## src/rtl/sram_req_ctrl.sv

```systemverilog
// Request-side controller for a single-port, registered-read SRAM macro.
// Issues requests to the SRAM pins and returns read data in order through a small response FIFO.
module sram_req_ctrl #(
  parameter int unsigned A_WIDTH   = 8,
  parameter int unsigned D_WIDTH   = 32,
  parameter int unsigned RSP_DEPTH = 2,
  parameter int unsigned CNT_W     = 16
) (
  input  logic               clk,
  input  logic               rst,
  input  logic               req_valid,
  output logic               req_ready,
  input  logic               req_we,
  input  logic [A_WIDTH-1:0] req_addr,
  input  logic [D_WIDTH-1:0] req_wdata,
  output logic               rsp_valid,
  input  logic               rsp_ready,
  output logic [D_WIDTH-1:0] rsp_rdata,
  output logic               sram_nWE,
  output logic [A_WIDTH-1:0] sram_addr,
  output logic [D_WIDTH-1:0] sram_din,
  input  logic [D_WIDTH-1:0] sram_dout,
  output logic [CNT_W-1:0]   wr_count,
  output logic [CNT_W-1:0]   rd_count
);

  localparam int unsigned PW = $clog2(RSP_DEPTH);
  localparam int unsigned CW = PW + 1;

  logic [D_WIDTH-1:0] mem_q [RSP_DEPTH];
  logic [PW-1:0]      wr_ptr_q, rd_ptr_q;
  logic [CW-1:0]      fifo_cnt_q;
  logic               rd_pend_q;
  logic [CNT_W-1:0]   wr_count_q, rd_count_q;

  logic               accept, pop, push;
  logic [CW:0]        credit_used;

  assign rsp_valid = ~rst & (fifo_cnt_q != '0);
  assign pop       = rsp_valid & rsp_ready;
  assign push      = rd_pend_q;

  // Entries committed after the next edge; a new read needs one free slot beyond that.
  assign credit_used = {1'b0, fifo_cnt_q} + {{CW{1'b0}}, rd_pend_q} - {{CW{1'b0}}, pop};
  assign req_ready   = ~rst & (credit_used < (CW+1)'(RSP_DEPTH));
  assign accept      = req_valid & req_ready;

  assign sram_nWE  = ~(accept & req_we);
  assign sram_addr = req_addr;
  assign sram_din  = req_wdata;

  assign rsp_rdata = mem_q[rd_ptr_q];
  assign wr_count  = wr_count_q;
  assign rd_count  = rd_count_q;

  always_ff @(posedge clk) begin
    if (rst) begin
      wr_ptr_q   <= '0;
      rd_ptr_q   <= '0;
      fifo_cnt_q <= '0;
      rd_pend_q  <= 1'b0;
      wr_count_q <= '0;
      rd_count_q <= '0;
    end else begin
      rd_pend_q <= accept & ~req_we;
      if (push) wr_ptr_q <= wr_ptr_q + 1'b1;
      if (pop)  rd_ptr_q <= rd_ptr_q + 1'b1;
      if (push & ~pop) begin
        fifo_cnt_q <= fifo_cnt_q + 1'b1;
      end else if (~push & pop) begin
        fifo_cnt_q <= fifo_cnt_q - 1'b1;
      end
      if (accept & req_we & ~(&wr_count_q))  wr_count_q <= wr_count_q + 1'b1;
      if (accept & ~req_we & ~(&rd_count_q)) rd_count_q <= rd_count_q + 1'b1;
    end
  end

  // Storage is left untouched by reset; the cleared count marks it invalid.
  always_ff @(posedge clk) begin
    if (!rst && push) mem_q[wr_ptr_q] <= sram_dout;
  end

endmodule
```

## config.mk

```make
export PLATFORM = sky130hd
export DESIGN_NAME = sram_req_ctrl
export DESIGN_NICKNAME = d
export VERILOG_FILES = /design/src/rtl/sram_req_ctrl.sv
export SDC_FILE = /design/constraint.sdc
export NUM_CORES = 1
export LEC_CHECK = 0
export ABC_AREA = 0
export ABC_CLOCK_PERIOD_IN_PS = 3800
export BUFFER_PORTS_ARGS = -buffer_cell sky130_fd_sc_hd__buf_4
export CAP_MARGIN = 20
export CELL_PAD_IN_SITES_DETAIL_PLACEMENT = 0
export CELL_PAD_IN_SITES_GLOBAL_PLACEMENT = 2
export CORE_MARGIN = 5
export CORE_UTILIZATION = 30
export CTS_CLUSTER_DIAMETER = 60
export DETAILED_ROUTE_END_ITERATION = 8
export GPL_TIMING_DRIVEN = 1
export PLACE_DENSITY = 0.87
export SETUP_SLACK_MARGIN = 0.3
export SLEW_MARGIN = 20
export SYNTH_ARGS = -nofsm -noshare
export SYNTH_HDL_FRONTEND = slang
export SYNTH_SLANG_ARGS = --single-unit
```

## constraint.sdc

```tcl
create_clock -name clk -period 3.8 [get_ports clk]
set_input_delay 0.19 -clock clk [delete_from_list [all_inputs] [get_ports clk]]
set_output_delay 0.19 -clock clk [all_outputs]
set_load 0.05 [all_outputs]
```

==> results_dict.tcl, run 1 <==
set metrics [dict create \
    global_route_usage_over_all_layers_pct 11.9 \
    hpwlAfterDp_um 7520 \
    crit_type "flip-flop to flip-flop" \
    syn_nets 454 \
    area_of_all_placed_cells_without_fillers_mm2 0.00566 \
    synth_top_cells_by_area "sky130_fd_sc_hd__edfxtp_1, sky130_fd_sc_hd__dfxtp_1, sky130_fd_sc_hd__mux2_2" \
    syn-cell-area_mm2 0.00460 \
    place.gp.congestion 0.815 \
    drt_iter0_drc 151 \
    route.detailed.vias_per_inst 4.98 \
    port_buffers 103 \
    register_area_mm2 0.00268 \
    detailroute.via_count 3185 \
    clock_path_buffers 2 \
    antenna_cells 0 \
    grt_antenna_before_repair 0 \
    core_box_area_mm2 0.0151 \
    post_drt_wl_per_cell_um 16.9 \
    postSynthCellCount 372 \
    ios 184 \
    timing_max_transition_violations_final 0 \
    fillers 1486 \
    clock_sink_count 102 \
    transition_time_of_the_tightest_slew_check_pin_ns 0.866 \
    die_height_um 134 \
    detailed_place.area_mm2 0.00532 \
    clkSlewWorstSetupHoldPaths_ns 0.07 \
    synth_largest_type_area_fraction_pct 41.8 \
    drt-pass1-iter-count 6 \
    setup_repair_after_global_routing_missed_its_margin "false" \
    ys_seq_area_share_pct 58.4 \
    dominantRegCellSynth "sky130_fd_sc_hd__edfxtp_1" \
    crit_path_max_fanout 19 \
    end_kind "flip-flop" \
    power.leakage_nw 2.04 \
    finish.net_count 528 \
    finalHoldViolations 0 \
    final_common_cell "sky130_fd_sc_hd__buf_4" \
    p_per_area_mw_per_mm2 459 \
    setup_viol 0 \
    cp.required_ns 4.08 \
    syn_avg_cell_area_um2 12.4 \
    maximum_number_of_pins_on_one_net_before_global_route_repair 43 \
    timing.clock.skew_ns 0.00739 \
    post-synth-top-area-cell "sky130_fd_sc_hd__edfxtp_1" \
    cap_violations 0 \
    vdd_drop_max_uv 270 \
    post_cts_buffers 0 \
    synth_cell_types 47 \
    slew_headroom_pct 41.7 \
    first_global_vias 3188 \
    start_util_pct 30.5 \
    setup-tns-final_ns 0 \
    clock_tree.root_cell "sky130_fd_sc_hd__clkbuf_16" \
    synth_warnings 0 \
    hold_path_class "input pin to flip-flop" \
    finalHoldWorstSlack_ns 0.0270 \
    drt.antenna.violating_nets 0 \
    cts_tree "built" \
    clock_tree.htree_level_count 3 \
    clock_insertion_delay_worst_skew_ns 0.35 \
    dpl.cell_count 618 \
    ys_seq_elements 102 \
    routed_wl_um 10800 \
    layout-area-overhead-vs-synth_pct 23.0 \
    die-width_um 134 \
    cp_data_arrival_time_ns 3.55 \
    route.detailed.drc 0 \
    post-route-min-period_ns 3.27 \
    std_cell_rows 45 \
    cts_inserted_buffers 9 \
    final.period_utilization_pct 86.2 \
    first_pass_grt_wire_length_um 17000 \
    max_freq_mhz 305 \
    final_layout_size_suffix_gt1_share_pct 38.1 \
    die_area_mm2 0.0179 \
    status "finished, final reports clean" \
    synth_async_sr_flop_share_pct 0 \
    crit_path_start_kind "flip-flop" \
    final-instance-count-excl-fill 639 \
    core_util_final_pct 37.5 \
    multi_input_area_mm2 0.00155 \
    layout_common_cells "sky130_fd_sc_hd__buf_4, sky130_fd_sc_hd__edfxtp_1, sky130_fd_sc_hd__dfxtp_1" \
    global_route.overflow_total 0 \
    synth_enable_flop_cells 64 \
]
what timing repair did:
| action | CTS | global route |
|---|---|---|
| endpoints found under the setup margin | 0 | 9 |
| hold buffers | 0 | 5 |
| resized for setup | 0 | 2 |
| endpoints found under the hold margin | 0 | 10 |
layer usage:
layer  track usage (%)  share of wire (%)  wire length [um]
met5                 0                  0                 0
met4              3.31               0.63                68
met3              5.63                 10              1100
met2              18.4                 45              4890
met1              14.9                 44              4730
worst max-delay path: stages (launching register included):
cell and delay [ns]:
sky130_fd_sc_hd__dfxtp_1 0.46, sky130_fd_sc_hd__o21ba_2 0.21, sky130_fd_sc_hd__nand2_1 0.11, sky130_fd_sc_hd__ha_1 0.36, sky130_fd_sc_hd__nand2b_1 0.18, sky130_fd_sc_hd__fa_1 0.54
sky130_fd_sc_hd__and4bb_2 0.28, sky130_fd_sc_hd__nand2_2 0.22, sky130_fd_sc_hd__or4b_2 0.69, sky130_fd_sc_hd__a21oi_1 0.15
cell families after synthesis:
logic type	Yosys count	synth area share [%]
mux	41	9.93
fa+ha+maj	5	1.52
compound gates	53	7.57
xor+xnor	6	1.14
buf+inv	61	8.27
flops	102	58.4
simple gates	104	13.2
synthesized netlist by cell type, drive strengths merged, types with 2 or more instances:
master / number
xnor2: 2
nor4b: 2
mux2: 37
or4b: 2
and4: 4
dfxtp: 38
buf: 45
a211oi: 2
a31oi: 3
o31ai: 11
and3: 6
nor2b: 5
ha: 4
clkbuf: 7
or2: 2
nor3: 9
xor2: 4
or4: 11
o21ai: 5
or3: 5
nor4: 5
nand3: 11
mux2i: 4
a21oi: 20
nand4: 9
nor2: 13
edfxtp: 64
nand2: 15
o41ai: 4
and2: 2
a311oi: 2
o311ai: 2
inv: 8
report_power, final:
| part | switching [mW] | leakage (nW) | internal [mW] |
|---|---|---|---|
| Combinational | 0.311 | 1.01 | 0.175 |
| Clock | 0.422 | 0.141 | 0.455 |
| Sequential | 0.0234 | 0.884 | 1.21 |
sequential cells by signal, summed over array words and instances, names as in the netlist, named ones only:
| register | flops |
|---|---|
| fifo_cnt_q | 2 |
| mem_q | 64 |
| push | 1 |
| rd_count | 16 |
| rd_ptr_q | 1 |
| wr_count | 16 |
| wr_ptr_q | 1 |
path summary, 6_finish.rpt:
kind	start	end	slack, ns	depth (start not counted)
worst max-delay path	fifo_cnt_q[1]	rd_count[7]	0.53	9
worst min-delay path	sram_dout[26]	mem_q[1][26]	0.03	1
worst max register to register	fifo_cnt_q[1]	rd_count[7]	0.53	9
worst min register to register	wr_count[0]	wr_count[0]	0.51	1
per-stage QoR:
step	setup WS, ns	power, mW
after detailed placement	0.380	1.74
after global routing	0.316	2.72
after floorplan	0.476	1.69
final	0.526	2.60
after global placement	0.542	1.73
after CTS	0.360	2.64
area by class of cell:
cell class,instances,area share (%)
tap,188,4.16
timing repair buffer,115,15.5
sequential,102,47.4
multi-input combinational,209,27.3
clock inverter,7,1.02
inverter,9,0.597
clock buffer,9,3.98
Note: power is estimated with default switching activity, not from simulation.
==> run 2, diff against run 1 <==
--- a/config.mk
+++ b/config.mk
@@ -17,6 +17,7 @@
 export DETAILED_ROUTE_END_ITERATION = 8
 export GPL_TIMING_DRIVEN = 1
 export PLACE_DENSITY = 0.87
+export RECOVER_POWER = 25
 export SETUP_SLACK_MARGIN = 0.3
 export SLEW_MARGIN = 20
 export SYNTH_ARGS = -nofsm -noshare
==> results_dict.tcl, run 2 (synthesis gave the netlist of run 1 again) <==
set metrics [dict create \
    status "finished, final reports clean" \
    std_cell_rows 45 \
    cpMaxStageDelayCell "sky130_fd_sc_hd__or4b_2" \
    cp.required_ns 4.08 \
    worstReg2RegEnd "rd_count[7]" \
    area_of_all_placed_cells_without_fillers_mm2 0.00559 \
    finish.net_count 528 \
    number_of_buffer_and_inverter_stages_on_the_critical_path 0 \
    post-route-min-period_ns 3.27 \
    routed_wl_um 10800 \
    depth_of_the_worst_hold_timing_path 1 \
    setup_repair_after_global_routing_missed_its_margin "false" \
    die_area_mm2 0.0179 \
    layout-area-overhead-vs-synth_pct 21.6 \
    r2r_setup_slack_ns 0.53 \
    die-width_um 134 \
    first_pass_grt_wire_length_um 17000 \
    post_drt_wl_per_cell_um 16.8 \
    finalHoldViolations 0 \
    largest_reg_flops 64 \
    transition_time_of_the_tightest_slew_check_pin_ns 0.867 \
    cp_data_arrival_time_ns 3.55 \
    die_height_um 134 \
    min_to "mem_q[1][12]" \
    setup-tns-final_ns 0 \
    hold_start "sram_dout[12]" \
    final_layout_size_suffix_gt1_share_pct 34.1 \
    core_util_final_pct 37.0 \
    register_area_mm2 0.00268 \
    dpl.cell_count 618 \
    route.detailed.vias_per_inst 4.99 \
    core_box_area_mm2 0.0151 \
    timing_max_transition_violations_final 0 \
    clkSlewWorstSetupHoldPaths_ns 0.07 \
    antenna_cells 0 \
    route.detailed.drc 0 \
    global_route_usage_over_all_layers_pct 11.9 \
    hold_path_class "input pin to flip-flop" \
    cap_violations 0 \
    crit_path_start_kind "flip-flop" \
    detailroute.via_count 3188 \
    max_freq_mhz 306 \
    layout_common_cells "sky130_fd_sc_hd__buf_4, sky130_fd_sc_hd__edfxtp_1, sky130_fd_sc_hd__dfxtp_1" \
    rr_worst_depth 9 \
    drt_iter0_drc 146 \
    finalHoldWorstSlack_ns 0.0499 \
    end_kind "flip-flop" \
    fillers 1506 \
    crit_path_cell_trace "o21ba_2 > nand2_1 > ha_1 > nand2b_1 > fa_1 > and4bb_2 > nand2_2 > or4b_2 > a21oi_1" \
    first_global_vias 3188 \
    clock_insertion_delay_worst_skew_ns 0.35 \
    p_per_area_mw_per_mm2 464 \
    cts_inserted_buffers 9 \
    maximum_number_of_pins_on_one_net_before_global_route_repair 43 \
    detailed_place.area_mm2 0.00532 \
    cts_tree "built" \
    clock_tree.htree_level_count 3 \
    drt.antenna.violating_nets 0 \
    clock_sink_count 102 \
    crit_path_max_fanout 19 \
    final.period_utilization_pct 86.0 \
    grt_antenna_before_repair 0 \
    hpwlAfterDp_um 7520 \
    place.gp.congestion 0.815 \
    final_common_cell "sky130_fd_sc_hd__buf_4" \
    ios 184 \
    vdd_drop_max_uv 270 \
    slew_headroom_pct 41.7 \
    port_buffers 103 \
    crit_type "flip-flop to flip-flop" \
    setup_viol 0 \
    clock_path_buffers 2 \
    timing.critical_path.max_delay_family "simple AND/OR/NAND/NOR gates" \
    clock_tree.root_cell "sky130_fd_sc_hd__clkbuf_16" \
    cpPeakStageDelay_ns 0.69 \
    timing.clock.skew_ns 0.00656 \
    power.leakage_nw 1.97 \
    drt-pass1-iter-count 6 \
    multi_input_area_mm2 0.00155 \
    start_util_pct 30.5 \
    global_route.overflow_total 0 \
    regMostFlops "mem_q" \
    final-instance-count-excl-fill 639 \
    r2r_start "fifo_cnt_q[1]" \
]
-- run 2: layout make-up --
cell class | instances | area share, %
tap | 188 | 4.21
timing repair buffer | 115 | 14.5
sequential | 102 | 48.0
clock inverter | 7 | 1.03
inverter | 9 | 0.605
clock buffer | 9 | 4.03
multi-input combinational | 209 | 27.7
-- run 2: repair_timing --
item                                   in CTS  in global routing
setup endpoints to repair                   0                  9
gates resized for setup                     0                  2
hold buffers                                0                  5
endpoints found under the hold margin       0                 10
buffers inserted                            0                  0
-- run 2: how the worst max path moves through the flow --
stage | depth (start not counted) | startpoint | endpoint | slack [ns]
5_1_grt | 9 | fifo_cnt_q[1] | rd_count[7] | 0.32
2_1_floorplan | 10 | fifo_cnt_q[1] | wr_count[8] | 0.48
6_report | 9 | fifo_cnt_q[1] | rd_count[7] | 0.53
4_1_cts | 9 | fifo_cnt_q[1] | rd_count[7] | 0.36
3_3_place_gp | 9 | fifo_cnt_q[1] | rd_count[7] | 0.54
3_5_place_dp | 9 | fifo_cnt_q[1] | rd_count[7] | 0.38
-- run 2: metrics by stage --
stage | power, mW | setup slack, ns
6_report | 2.59 | 0.531
3_3_place_gp | 1.73 | 0.542
3_5_place_dp | 1.74 | 0.380
2_1_floorplan | 1.69 | 0.476
5_1_grt | 2.71 | 0.316
4_1_cts | 2.64 | 0.360
-- run 2: power breakdown --
part / internal [mW] / switching [mW] / total (mW) / leakage (nW)
sequential: 1.21 / 0.0233 / 1.23 / 0.884
clock: 0.455 / 0.423 / 0.878 / 0.141
combinational: 0.167 / 0.311 / 0.478 / 0.944
-- run 2: worst reg2reg max path, delay by kind of cell, from the launching register on --
family / cells / cell delay [ns]
simple gates: 5 / 1.49
fa+ha+maj: 2 / 0.90
flops: 1 / 0.46
compound gates: 2 / 0.36
-- run 2: routing by layer --
layer / global-route usage, % / wire length [um]
met5: 0 / 0
met2: 18.4 / 4840
met4: 3.31 / 112
met3: 5.63 / 1010
met1: 14.9 / 4800
==> run 3, diff against run 2 <==
--- a/config.mk
+++ b/config.mk
@@ -6,17 +6,17 @@
 export NUM_CORES = 1
 export LEC_CHECK = 0
 export ABC_AREA = 0
-export ABC_CLOCK_PERIOD_IN_PS = 3800
-export BUFFER_PORTS_ARGS = -buffer_cell sky130_fd_sc_hd__buf_4
+export ABC_CLOCK_PERIOD_IN_PS = 3900
+export BUFFER_PORTS_ARGS = -buffer_cell sky130_fd_sc_hd__buf_2
 export CAP_MARGIN = 20
 export CELL_PAD_IN_SITES_DETAIL_PLACEMENT = 0
 export CELL_PAD_IN_SITES_GLOBAL_PLACEMENT = 2
 export CORE_MARGIN = 5
-export CORE_UTILIZATION = 30
+export CORE_UTILIZATION = 32
 export CTS_CLUSTER_DIAMETER = 60
 export DETAILED_ROUTE_END_ITERATION = 8
 export GPL_TIMING_DRIVEN = 1
-export PLACE_DENSITY = 0.87
+export PLACE_DENSITY = 0.91
 export RECOVER_POWER = 25
 export SETUP_SLACK_MARGIN = 0.3
 export SLEW_MARGIN = 20
==> constraint.sdc (replaced) <==
create_clock -name clk -period 3.9 [get_ports clk]
set_input_delay 0.195 -clock clk [delete_from_list [all_inputs] [get_ports clk]]
set_output_delay 0.195 -clock clk [all_outputs]
set_load 0.05 [all_outputs]
==> results_dict.tcl, run 3 (synthesis gave the netlist of run 1 again) <==
set metrics [dict create \
    hold_start "sram_dout[5]" \
    global_route_usage_over_all_layers_pct 12.0 \
    drt-pass1-iter-count 4 \
    std_cell_rows 43 \
    max_freq_mhz 308 \
    final.period_utilization_pct 83.3 \
    hpwlAfterDp_um 7180 \
    port_buffers 103 \
    finish.net_count 523 \
    layout-area-overhead-vs-synth_pct 16.5 \
    clock_path_buffers 2 \
    clock_sink_count 102 \
    crit_type "flip-flop to flip-flop" \
    post-route-min-period_ns 3.25 \
    depth_of_the_worst_hold_timing_path 1 \
    post_drt_wl_per_cell_um 16.2 \
    layout_common_cells "sky130_fd_sc_hd__buf_2, sky130_fd_sc_hd__edfxtp_1, sky130_fd_sc_hd__dfxtp_1" \
    vdd_drop_max_uv 256 \
    cp_data_arrival_time_ns 3.53 \
    grt_antenna_before_repair 0 \
    clkSlewWorstSetupHoldPaths_ns 0.07 \
    detailroute.via_count 3150 \
    antenna_cells 0 \
    route.detailed.drc 0 \
    route.detailed.vias_per_inst 5.03 \
    place.gp.congestion 0.838 \
    crit_path_start_kind "flip-flop" \
    clock_tree.htree_level_count 3 \
    first_pass_grt_wire_length_um 15900 \
    r2r_start "fifo_cnt_q[1]" \
    hold_path_class "input pin to flip-flop" \
    clock_insertion_delay_worst_skew_ns 0.34 \
    final_layout_size_suffix_gt1_share_pct 35.0 \
    finalHoldViolations 0 \
    p_per_area_mw_per_mm2 483 \
    power.leakage_nw 1.93 \
    global_route.overflow_total 0 \
    cp.required_ns 4.18 \
    setup-tns-final_ns 0 \
    ios 184 \
    finalHoldWorstSlack_ns 0.0410 \
    fillers 1388 \
    setup_viol 0 \
    cts_inserted_buffers 9 \
    largest_reg_flops 64 \
    start_util_pct 32.9 \
    first_global_vias 3103 \
    setup_ws_ns 0.650 \
    timing.clock.skew_ns 0.00526 \
    routed_wl_um 10200 \
    worstReg2RegEnd "wr_count[8]" \
    crit_path_max_fanout 9 \
    clock_tree.root_cell "sky130_fd_sc_hd__clkbuf_16" \
    regMostFlops "mem_q" \
    rr_worst_depth 9 \
    maximum_number_of_pins_on_one_net_before_global_route_repair 43 \
    status "finished, final reports clean" \
    transition_time_of_the_tightest_slew_check_pin_ns 0.808 \
    r2r_setup_slack_ns 0.65 \
    cts_tree "built" \
    slew_headroom_pct 45.6 \
    pre_cts_ws_ns 0.492 \
    final_common_cell "sky130_fd_sc_hd__buf_2" \
    cap_violations 0 \
    core_box_area_mm2 0.0140 \
    drt.antenna.violating_nets 0 \
    min_to "mem_q[0][5]" \
    timing_max_transition_violations_final 0 \
    die_height_um 130 \
    die_area_mm2 0.0169 \
    die-width_um 130 \
    end_kind "flip-flop" \
    setup_repair_after_global_routing_missed_its_margin "false" \
    drt_iter0_drc 194 \
]
==> run 3: how the worst max path moves through the flow <==
stage / from / endpoint / cells past startpoint
finish: fifo_cnt_q[1] / wr_count[8] / 9
global route: fifo_cnt_q[1] / wr_count[8] / 9
CTS: fifo_cnt_q[1] / rd_count[7] / 9
detailed placement: fifo_cnt_q[1] / rd_count[7] / 9
global placement: fifo_cnt_q[1] / rd_count[7] / 9
floorplan: fifo_cnt_q[1] / wr_count[8] / 10
==> run 3: what timing repair did <==
| item | in CTS | in global routing |
|---|---|---|
| setup buffers | 0 | 0 |
| hold buffers | 0 | 0 |
| endpoints found under the setup margin | 0 | 2 |
| gates resized for setup | 0 | 2 |
==> run 3: worst max-delay path: stages (launching register included) <==
cell	delay, ns
sky130_fd_sc_hd__dfxtp_1	0.46
sky130_fd_sc_hd__o21ba_2	0.20
sky130_fd_sc_hd__nand2_1	0.09
sky130_fd_sc_hd__ha_1	0.35
sky130_fd_sc_hd__nand2b_1	0.18
sky130_fd_sc_hd__fa_1	0.56
sky130_fd_sc_hd__nand3_1	0.13
sky130_fd_sc_hd__or4_4	0.57
sky130_fd_sc_hd__or4_1	0.49
sky130_fd_sc_hd__a21oi_1	0.14
==> run 3: area by class of cell <==
cell class	count	area (um^2)	share of cell area [%]
multi-input combinational	209	1550	28.9
clock buffer	10	229	4.28
sequential	102	2680	50.1
tap	180	225	4.21
inverter	9	33.8	0.631
clock inverter	6	91.3	1.71
timing repair buffer	110	548	10.2
==> run 3: metal layers <==
| layer | vias to the layer above | global-route usage (%) | part of all wire [%] |
|---|---|---|---|
| li1 | 1517 | - | - |
| met1 | 1505 | 15.4 | 46 |
| met2 | 98 | 18.8 | 45 |
| met3 | 30 | 3.23 | 6.9 |
| met4 | 0 | 5.56 | 2.4 |
| met5 | - | 0 | 0 |
==> run 3: where the power goes <==
part	switching (mW)	internal, mW	total [mW]
Clock	0.390	0.567	0.957
Combinational	0.298	0.128	0.426
Sequential	0.0218	1.18	1.20
Total	0.709	1.88	2.59
==> run 3: per-stage QoR <==
stage / utilization [%] / cell area (um^2) / power, mW / instances
2_1_floorplan: - / 4600 / 1.65 / 372
3_3_place_gp: 36.1 / 5050 / 1.65 / 610
3_5_place_dp: 36.1 / 5050 / 1.66 / 610
4_1_cts: 38.4 / 5370 / 2.63 / 626
5_1_grt: 38.3 / 5360 / 2.70 / 626
6_report: 38.3 / 5360 / 2.59 / 626
